[config.mk]
export PLATFORM = sky130hd
export DESIGN_NAME = bus_arb2_flat
export DESIGN_NICKNAME = d
export VERILOG_FILES = /design/src/rtl/bus_arb2_if.sv /design/src/rtl/bus_arb2.sv /design/src/flat_wrapper.sv
export SDC_FILE = /design/constraint.sdc
export NUM_CORES = 1
export LEC_CHECK = 0
export ABC_AREA = 1
export BUFFER_PORTS_ARGS = -buffer_cell sky130_fd_sc_hd__buf_2
export CAP_MARGIN = 20
export CORE_AREA = 2 2 119 121
export CTS_CLUSTER_SIZE = 16
export DETAILED_ROUTE_END_ITERATION = 6
export DIE_AREA = 0 0 121 123
export HOLD_SLACK_MARGIN = 0.05
export SLEW_MARGIN = 15
export SYNTH_ARGS = -nofsm -noshare
export SYNTH_HDL_FRONTEND = slang
export SYNTH_SLANG_ARGS = --single-unit
[constraint.sdc]
create_clock -name clk -period 2.7 [get_ports clk]
set_clock_uncertainty 0.2 [all_clocks]
set_input_delay 0.54 -clock clk [delete_from_list [all_inputs] [get_ports clk]]
set_output_delay 0.54 -clock clk [all_outputs]
set_load 0.1 [all_outputs]
[src/rtl/bus_arb2_if.sv]
// Bundle of the two initiator ports and the single slave port of the req/gnt/hrd bus.
// Strobes are single-cycle requests; ready is the one-cycle completion, read data is valid only with it.
interface bus_arb2_if;
    logic        m0_req, m1_req;
    logic        m0_gnt, m1_gnt;
    logic        m0_hrd, m1_hrd;
    logic [31:0] m0_a, m1_a;
    logic [31:0] m0_d, m1_d;
    logic        m0_we, m1_we, m0_rd, m1_rd;
    logic [31:0] m0_spo, m1_spo;
    logic        m0_ready, m1_ready;
    logic [31:0] s_a, s_d;
    logic        s_we, s_rd;
    logic [31:0] s_spo;
    logic        s_ready;
    logic        buserr;

    // Arbiter view: it is the target of both initiators and drives the slave bus.
    modport slave (
        input  m0_req, m1_req, m0_a, m1_a, m0_d, m1_d,
        input  m0_we, m1_we, m0_rd, m1_rd, s_spo, s_ready,
        output m0_gnt, m1_gnt, m0_hrd, m1_hrd, m0_spo, m1_spo,
        output m0_ready, m1_ready, s_a, s_d, s_we, s_rd, buserr
    );

    modport master (
        output m0_req, m1_req, m0_a, m1_a, m0_d, m1_d,
        output m0_we, m1_we, m0_rd, m1_rd, s_spo, s_ready,
        input  m0_gnt, m1_gnt, m0_hrd, m1_hrd, m0_spo, m1_spo,
        input  m0_ready, m1_ready, s_a, s_d, s_we, s_rd, buserr
    );
endinterface

[src/rtl/bus_arb2.sv]
// Two-initiator, one-slave arbiter: alternating tie-break, single outstanding transfer,
// combinational request/response paths and a watchdog that ends stalled transfers with buserr.
module bus_arb2 #(
    parameter int unsigned TIMEOUT = 255
) (
    input  logic       clk,
    input  logic       rst,
    bus_arb2_if.slave  bus,
    output logic [1:0] dbg_own_o,
    output logic       dbg_outst_o
);
    typedef enum logic [1:0] {
        OWN_NONE = 2'd0,
        OWN_M0   = 2'd1,
        OWN_M1   = 2'd2
    } own_e;

    localparam logic [15:0] WD_LAST = 16'(TIMEOUT - 1);

    own_e        own_q, own_d;
    logic        last_q, last_d;   // 1 = M1 was granted last
    logic        outst_q, outst_d;
    logic [15:0] wd_q, wd_d;

    logic gnt0, gnt1, we_raw, rd_raw, fwd_we, fwd_rd, fwd, fire, done;

    always_ff @(posedge clk) begin
        if (rst) begin
            own_q   <= OWN_NONE;
            last_q  <= 1'b1;
            outst_q <= 1'b0;
            wd_q    <= 16'd0;
        end else begin
            own_q   <= own_d;
            last_q  <= last_d;
            outst_q <= outst_d;
            wd_q    <= wd_d;
        end
    end

    always_comb begin
        own_d   = own_q;
        last_d  = last_q;
        outst_d = outst_q;
        wd_d    = wd_q;
        bus.s_a = 32'd0;
        bus.s_d = 32'd0;
        we_raw  = 1'b0;
        rd_raw  = 1'b0;

        gnt0 = (own_q == OWN_M0) && bus.m0_req;
        gnt1 = (own_q == OWN_M1) && bus.m1_req;
        if (gnt0) begin
            bus.s_a = bus.m0_a;
            bus.s_d = bus.m0_d;
            we_raw  = bus.m0_we;
            rd_raw  = bus.m0_rd;
        end else if (gnt1) begin
            bus.s_a = bus.m1_a;
            bus.s_d = bus.m1_d;
            we_raw  = bus.m1_we;
            rd_raw  = bus.m1_rd;
        end

        // A strobe while a transfer is still in flight is dropped, never queued.
        fwd_we = we_raw && !outst_q;
        fwd_rd = rd_raw && !outst_q;
        fwd    = fwd_we || fwd_rd;
        fire   = outst_q && !bus.s_ready && (wd_q == WD_LAST);
        done   = bus.s_ready && (outst_q || fwd);

        bus.s_we     = fwd_we;
        bus.s_rd     = fwd_rd;
        bus.buserr   = fire;
        bus.m0_gnt   = gnt0;
        bus.m1_gnt   = gnt1;
        bus.m0_hrd   = (own_q != OWN_NONE) && (own_q != OWN_M0);
        bus.m1_hrd   = (own_q != OWN_NONE) && (own_q != OWN_M1);
        bus.m0_ready = (own_q == OWN_M0) && (done || fire);
        bus.m1_ready = (own_q == OWN_M1) && (done || fire);
        bus.m0_spo   = ((own_q == OWN_M0) && !fire) ? bus.s_spo : 32'd0;
        bus.m1_spo   = ((own_q == OWN_M1) && !fire) ? bus.s_spo : 32'd0;

        if (outst_q) begin
            if (bus.s_ready || fire) outst_d = 1'b0;
            else wd_d = wd_q + 16'd1;
        end else if (fwd && !bus.s_ready) begin
            outst_d = 1'b1;
            wd_d    = 16'd0;
        end

        // Grants only leave NONE, which guarantees a dead cycle between owners.
        case (own_q)
            OWN_NONE: begin
                if (bus.m0_req && (!bus.m1_req || last_q)) begin
                    own_d  = OWN_M0;
                    last_d = 1'b0;
                end else if (bus.m1_req) begin
                    own_d  = OWN_M1;
                    last_d = 1'b1;
                end
            end
            OWN_M0:  if (!bus.m0_req && !outst_q) own_d = OWN_NONE;
            OWN_M1:  if (!bus.m1_req && !outst_q) own_d = OWN_NONE;
            default: own_d = OWN_NONE;
        endcase
    end

    assign dbg_own_o   = own_q;
    assign dbg_outst_o = outst_q;
endmodule

[src/flat_wrapper.sv]
// flat-port wrapper written by rule: the top's interface ports become plain ports
module bus_arb2_flat 
#(
    parameter int unsigned TIMEOUT = 255
)
  (clk, rst, dbg_own_o, dbg_outst_o, bus_m0_req, bus_m1_req, bus_m0_a, bus_m1_a, bus_m0_d, bus_m1_d, bus_m0_we, bus_m1_we, bus_m0_rd, bus_m1_rd, bus_s_spo, bus_s_ready, bus_m0_gnt, bus_m1_gnt, bus_m0_hrd, bus_m1_hrd, bus_m0_spo, bus_m1_spo, bus_m0_ready, bus_m1_ready, bus_s_a, bus_s_d, bus_s_we, bus_s_rd, bus_buserr);
  bus_arb2_if bus_i ();
  input  logic clk;
  input  logic rst;
  output logic [1:0] dbg_own_o;
  output logic dbg_outst_o;
  input wire logic [$bits(bus_i.m0_req)-1:0] bus_m0_req;
  input wire logic [$bits(bus_i.m1_req)-1:0] bus_m1_req;
  input wire logic [$bits(bus_i.m0_a)-1:0] bus_m0_a;
  input wire logic [$bits(bus_i.m1_a)-1:0] bus_m1_a;
  input wire logic [$bits(bus_i.m0_d)-1:0] bus_m0_d;
  input wire logic [$bits(bus_i.m1_d)-1:0] bus_m1_d;
  input wire logic [$bits(bus_i.m0_we)-1:0] bus_m0_we;
  input wire logic [$bits(bus_i.m1_we)-1:0] bus_m1_we;
  input wire logic [$bits(bus_i.m0_rd)-1:0] bus_m0_rd;
  input wire logic [$bits(bus_i.m1_rd)-1:0] bus_m1_rd;
  input wire logic [$bits(bus_i.s_spo)-1:0] bus_s_spo;
  input wire logic [$bits(bus_i.s_ready)-1:0] bus_s_ready;
  output wire logic [$bits(bus_i.m0_gnt)-1:0] bus_m0_gnt;
  output wire logic [$bits(bus_i.m1_gnt)-1:0] bus_m1_gnt;
  output wire logic [$bits(bus_i.m0_hrd)-1:0] bus_m0_hrd;
  output wire logic [$bits(bus_i.m1_hrd)-1:0] bus_m1_hrd;
  output wire logic [$bits(bus_i.m0_spo)-1:0] bus_m0_spo;
  output wire logic [$bits(bus_i.m1_spo)-1:0] bus_m1_spo;
  output wire logic [$bits(bus_i.m0_ready)-1:0] bus_m0_ready;
  output wire logic [$bits(bus_i.m1_ready)-1:0] bus_m1_ready;
  output wire logic [$bits(bus_i.s_a)-1:0] bus_s_a;
  output wire logic [$bits(bus_i.s_d)-1:0] bus_s_d;
  output wire logic [$bits(bus_i.s_we)-1:0] bus_s_we;
  output wire logic [$bits(bus_i.s_rd)-1:0] bus_s_rd;
  output wire logic [$bits(bus_i.buserr)-1:0] bus_buserr;
  assign bus_i.m0_req = bus_m0_req;
  assign bus_i.m1_req = bus_m1_req;
  assign bus_i.m0_a = bus_m0_a;
  assign bus_i.m1_a = bus_m1_a;
  assign bus_i.m0_d = bus_m0_d;
  assign bus_i.m1_d = bus_m1_d;
  assign bus_i.m0_we = bus_m0_we;
  assign bus_i.m1_we = bus_m1_we;
  assign bus_i.m0_rd = bus_m0_rd;
  assign bus_i.m1_rd = bus_m1_rd;
  assign bus_i.s_spo = bus_s_spo;
  assign bus_i.s_ready = bus_s_ready;
  assign bus_m0_gnt = bus_i.m0_gnt;
  assign bus_m1_gnt = bus_i.m1_gnt;
  assign bus_m0_hrd = bus_i.m0_hrd;
  assign bus_m1_hrd = bus_i.m1_hrd;
  assign bus_m0_spo = bus_i.m0_spo;
  assign bus_m1_spo = bus_i.m1_spo;
  assign bus_m0_ready = bus_i.m0_ready;
  assign bus_m1_ready = bus_i.m1_ready;
  assign bus_s_a = bus_i.s_a;
  assign bus_s_d = bus_i.s_d;
  assign bus_s_we = bus_i.s_we;
  assign bus_s_rd = bus_i.s_rd;
  assign bus_buserr = bus_i.buserr;
  bus_arb2 #(.TIMEOUT(TIMEOUT)) u_core (.clk(clk), .rst(rst), .bus(bus_i), .dbg_own_o(dbg_own_o), .dbg_outst_o(dbg_outst_o));
endmodule
After elaboration in Yosys (flattened, before gate mapping)
Index checks and enable logic that the tools add are counted.
{ "totals": {"regBits": 20, "inputBits": 169, "word_cells": 71} }
{ "op_classes": {"addsub": 1, "n_eq_ne": 9, "n_mux": 23, "reduce_logical": 34} }
{ "op_table": {"columns": ["op", "n"], "rows": [
  ["2-to-1 mux 32 bit", 6],
  ["2-to-1 mux 16 bit", 3],
  ["logical AND 1 bit", 17],
  ["adder 16 x 1 -> 16 bit (second input constant)", 1],
  ["== test 16 x 8 -> 1 bit (second input constant)", 1],
  ["2-to-1 mux 1 bit", 9],
  ["2-to-1 mux 2 bit", 4],
  ["!= test 2 bit (second input constant)", 4],
  ["one-hot mux 2 bit (3 select lines)", 1],
  ["nonzero test 2 bit", 3],
  ["zero test 1 bit", 5],
  ["logical OR 1 bit", 5],
  ["AND reduction 2 bit", 2],
  ["!= test 3 x 2 -> 1 bit (second input constant)", 1],
  ["AND reduction 3 bit", 1],
  ["== test 2 x 1 -> 1 bit (second input constant)", 1],
  ["== test 2 bit (second input constant)", 1],
  ["zero test 2 bit", 1],
  ["!= test 2 x 1 -> 1 bit (second input constant)", 1]
]} }

Longest topological paths before layout
{ "logic_depth": {"word_depth": 10, "depth_mapped": 12, "ltp_nobuf": 11} }

Least setup slack after synthesis
Ideal clock, no wire load.
{ "synth_path": {"path_type": "flip-flop to output port", "start": "register u_core.own_q[0] (netlist: u_core.dbg_own_o[0])", "end": "output bus_m0_ready", "arrival_time_ps": 3049, "required_ps": 1960, "slack_ps": -1089, "path_stages_with_launch": 8, "n_path_buf": 1, "cell_sequence": "dfxtp_1 > nand4_1 > nand2_1 > nor2_1 > nand2_1 > buf_2 > o21ai_0 > nor2_1"} }
{ "synth_between": {"elab_chain_cells": 10} }
{ "synth_rtl": {"columns": ["element", "line", "source"], "rows": [
  ["start, declared", "bus_arb2.sv:20", "own_e own_q, own_d;"],
  ["start signal, assigned", "bus_arb2.sv:34", "own_q <= own_d;"],
  ["== test 2 bit", "bus_arb2.sv:52", "gnt1 = (own_q == OWN_M1) && bus.m1_req;"],
  ["logical AND 1 bit", "bus_arb2.sv:52", null],
  ["2-to-1 mux 1 bit", "bus_arb2.sv:58", "end else if (gnt1) begin"],
  ["2-to-1 mux 1 bit", "bus_arb2.sv:53", "if (gnt0) begin"],
  ["logical AND 1 bit (on tied branches)", "bus_arb2.sv:66, bus_arb2.sv:67", null],
  ["logical OR 1 bit", "bus_arb2.sv:68", "fwd = fwd_we || fwd_rd;"],
  ["logical OR 1 bit", "bus_arb2.sv:70", "done = bus.s_ready && (outst_q || fwd);"],
  ["logical AND 1 bit", "bus_arb2.sv:70", null],
  ["logical OR 1 bit", "bus_arb2.sv:79", "bus.m0_ready = (own_q == OWN_M0) && (done || fire);"],
  ["logical AND 1 bit (*)", "bus_arb2.sv:79", null],
  ["end, declared", "flat_wrapper.sv:30", "output wire logic [$bits(bus_i.m0_ready)-1:0] bus_m0_ready;"]
]} }
Every way passes the cells marked *; elsewhere a longest branch is shown, timed or not.

Worst setup path after layout
{ "layout_path": {"start": "register u_core.own_q[0] (netlist: u_core.dbg_own_o[0])", "end": "output bus_s_d[4]"} }
{ "layout_between": {"elab_chain_cells": 4} }
{ "layout_rtl": {"columns": ["element", "line", "source"], "rows": [
  ["== test 2 bit", "bus_arb2.sv:52", null],
  ["logical AND 1 bit", "bus_arb2.sv:52", null],
  ["2-to-1 mux 32 bit", "bus_arb2.sv:58", null],
  ["2-to-1 mux 32 bit (*)", "bus_arb2.sv:53", null],
  ["end, declared", "flat_wrapper.sv:33", "output wire logic [$bits(bus_i.s_d)-1:0] bus_s_d;"]
]} }
Marked as above.

==> metrics <==
critical path class=reg2out; Via density=4.47; Fillers=~1,200; fin. max-slew vios=0; Mapped Nets=about 610; starting density of the core=a little under a fifth; clock sink count=20; Syn Area/Cell=between 5 and 6 µm²; worst path cell trace=inv_1, nor2_1, inv_1, nor2_4, buf_12, buf_8, a22o_4, buf_12; Critical path destination=bus_s_d[4]; Layout Cells excl Fill=~900; Worst Path Max Fanout=16; maxcap violations=0; share of the yosys chip area belonging to registers=between 10% and 20%; post-synthesis mux area share=0%; Startpoint Class=flip-flop; largest net degree at the start of global routing=66; post-synthesis adder-cell area fraction=1.00%; Residual DRC=0; Core Area=13,600 µm²; post-synthesis register bit count=20; initial antenna violation count=4; final WL=16,500 µm; H-tree Lvls=1; commonest non-fill, non-tap cell in the layout=buf_2; CTS buffer count=3; final net count=905; Final Worst Setup Slack=71.7 ps; Top Ports=309; Multi-input gate area=2100 µm²; hpwl dp=roughly 14,000 µm; compound-gate portion of the synthesized area=roughly 27%; GR Util All Layers=between 10% and 20%; vias=about 4,100; Hold Buf Count CTS=0; Synthesis Warnings=0; Post-Syn Instances=438; power consumption=0.00273 W; CP Capture Type=output port; Pleak=3.13 nW; XOR/XNOR share of the synthesized area=0.350%; crit-path max cell delay=390 ps; first-pass GRT wire length=22,600 µm; Final Hold Fails=0; CTS tree=yes; HP Class=reg2reg; Iteration-0 DRC Markers=383; CP arrival=1890 ps; Syn Std Cell Area=2500 µm²; hold wc startpoint=u_core.last_q; crit path launch=u_core.dbg_own_o[0]; Cells after DPL=903; total gr overflow=0; DP Worst Slack=between 200 and 300 ps; Reg-to-Reg End=u_core.wd_q[9]; reg2reg start=u_core.wd_q[0]; max frequency=0.380 GHz; Clk Latency, worst-skew pair=250 ps; PD cells=399 nW/µm²; largest family of logic cells by synthesized area=simple AND/OR/NAND/NOR gates; post-synth top area share=22.4%; Die Wd=121 µm; Least-Margin Pin Slew=approximately 520 ps; number of global-route vias before repair=3,919; CTS root buffer=clkbuf_16; synth unique cells=27; Simple-Gate Fraction of Synth Area=around two fifths; Synth area leaders=a22o_1 (22%), nor2_1 (16%), dfxtp_1 (16%); largest vdd supply drop=0.176 mV; R2R setup slack=760 ps; dominant cell type by area after synthesis=a22o_1; router iterations before antenna repair=4; register area=409 µm²; Die H=~120 µm; Final GP Congestion=0.878; Clock Path Buffers=2; minimum clock period=2630 ps; WL/cell=18.0 µm; Worst Path Required=~2000 ps; post-route ant nets=0; Area growth syn-to-layout=173%; final setup vio count=0; number of buffers inserted by port buffering=308; Die ar.=~15,000 µm²; outcome=finished clean; Reg clk slew, reported paths=60 ps; CP max stage cell=dfxtp_4; ratio of cells with drive above 1 in the final layout=64.3%; # rows=43; Fin Setup TNS=0 ps; length in cells of the worst reg-to-reg path=11; post-route clock period utilization=97.3%; Worst slew margin=65.9%; most frequent cells in the layout=buf_2 (176), buf_12 (137), nand2_1 (79), nor2_2 (69), inv_1 (65)
stage by stage:
stage               util [%]  hold slack (ps)  instance area (µm²)
CTS                     49.1              288                 6690
floorplan                  -              242                 2910
finish                  50.2              295                 6840
global route            50.2              334                 6840
global placement        48.5              262                 6600
detailed placement      48.5              273                 6600
worst min-delay path by stage:
stage / to / slack, ps / cells past startpoint
floorplan: u_core.last_q / 240 / 2
global placement: u_core.last_q / 260 / 2
detailed placement: u_core.last_q / 270 / 2
CTS: u_core.last_q / 290 / 2
global route: u_core.last_q / 330 / 2
finish: u_core.last_q / 300 / 2
power breakdown:
| part | internal [W] | switching (W) | leakage (nW) | total (W) |
|---|---|---|---|---|
| combinational | 0.000709 | 0.00137 | 2.92 | 0.00208 |
| sequential | 0.000302 | 0.0000101 | 0.164 | 0.000312 |
| clock | 0.000226 | 0.000113 | 0.0442 | 0.000339 |
| total | 0.00124 | 0.00149 | 3.13 | 0.00273 |
per-layer routing:
layer | routed length (µm) | part of all wire (%) | global-route usage (%) | up-vias
li1 | - | - | - | 2013
met1 | 6680 | 41 | 25.8 | 1881
met2 | 8020 | 49 | 32.5 | 178
met3 | 1520 | 9.2 | 5.63 | 16
met4 | 233 | 1.4 | 4.14 | 2
met5 | 13 | 0.079 | 0 | -
area by class of cell:
class	count	share of cell area, %
inverter	66	3.62
multi-input combinational	322	30.7
tap	180	3.29
sequential	20	5.98
timing repair buffer	321	55.0
antenna	3	0.110
clock buffer	4	1.30
registers in the layout (all words and copies together), names as in the netlist:
signal / cells
u_core.wd_q: 16
u_core.dbg_outst_o: 1
u_core.last_q: 1
u_core.dbg_own_o: 2
timing repair:
action,4_1_cts,5_1_grt
setup buffers,0,1
endpoints found under the hold margin,0,0
resized for setup,0,3
endpoints found under the setup margin,0,98
cells by family (layout without fill, tap and decap cells):
logic type      Yosys count  after routing
other cells               0              3
flops                    20             20
xor+xnor                  1              1
fa+ha+maj                 2              2
simple gates            231            231
compound gates           88             88
buf+inv                  96            391
cell usage after synthesis:
cell and n:
a21oi_2 1, nand3_2 2, nor3b_1 2, ha_1 2, nand2_1 81, clkbuf_1 5
nand3_1 20, buf_6 1, a22o_1 64, o21bai_1 1, nor3_1 3, or2_2 1
o21ai_0 7, dfxtp_1 20, nand4_1 6, nor2_4 1, nor2_1 109, clkbuf_2 1
xnor2_1 1, buf_2 13, buf_4 10, nor2_2 3, nand2_2 2, inv_1 65
nand3b_1 1, inv_2 1, a21oi_1 15
worst max-delay path, delay by kind of cell, from the launching register on:
family / cells / cell delay (ps)
buf+inv: 5 / 740
flops: 1 / 390
simple gates: 2 / 330
compound gates: 1 / 160
Power figures use the tool's default switching activity.
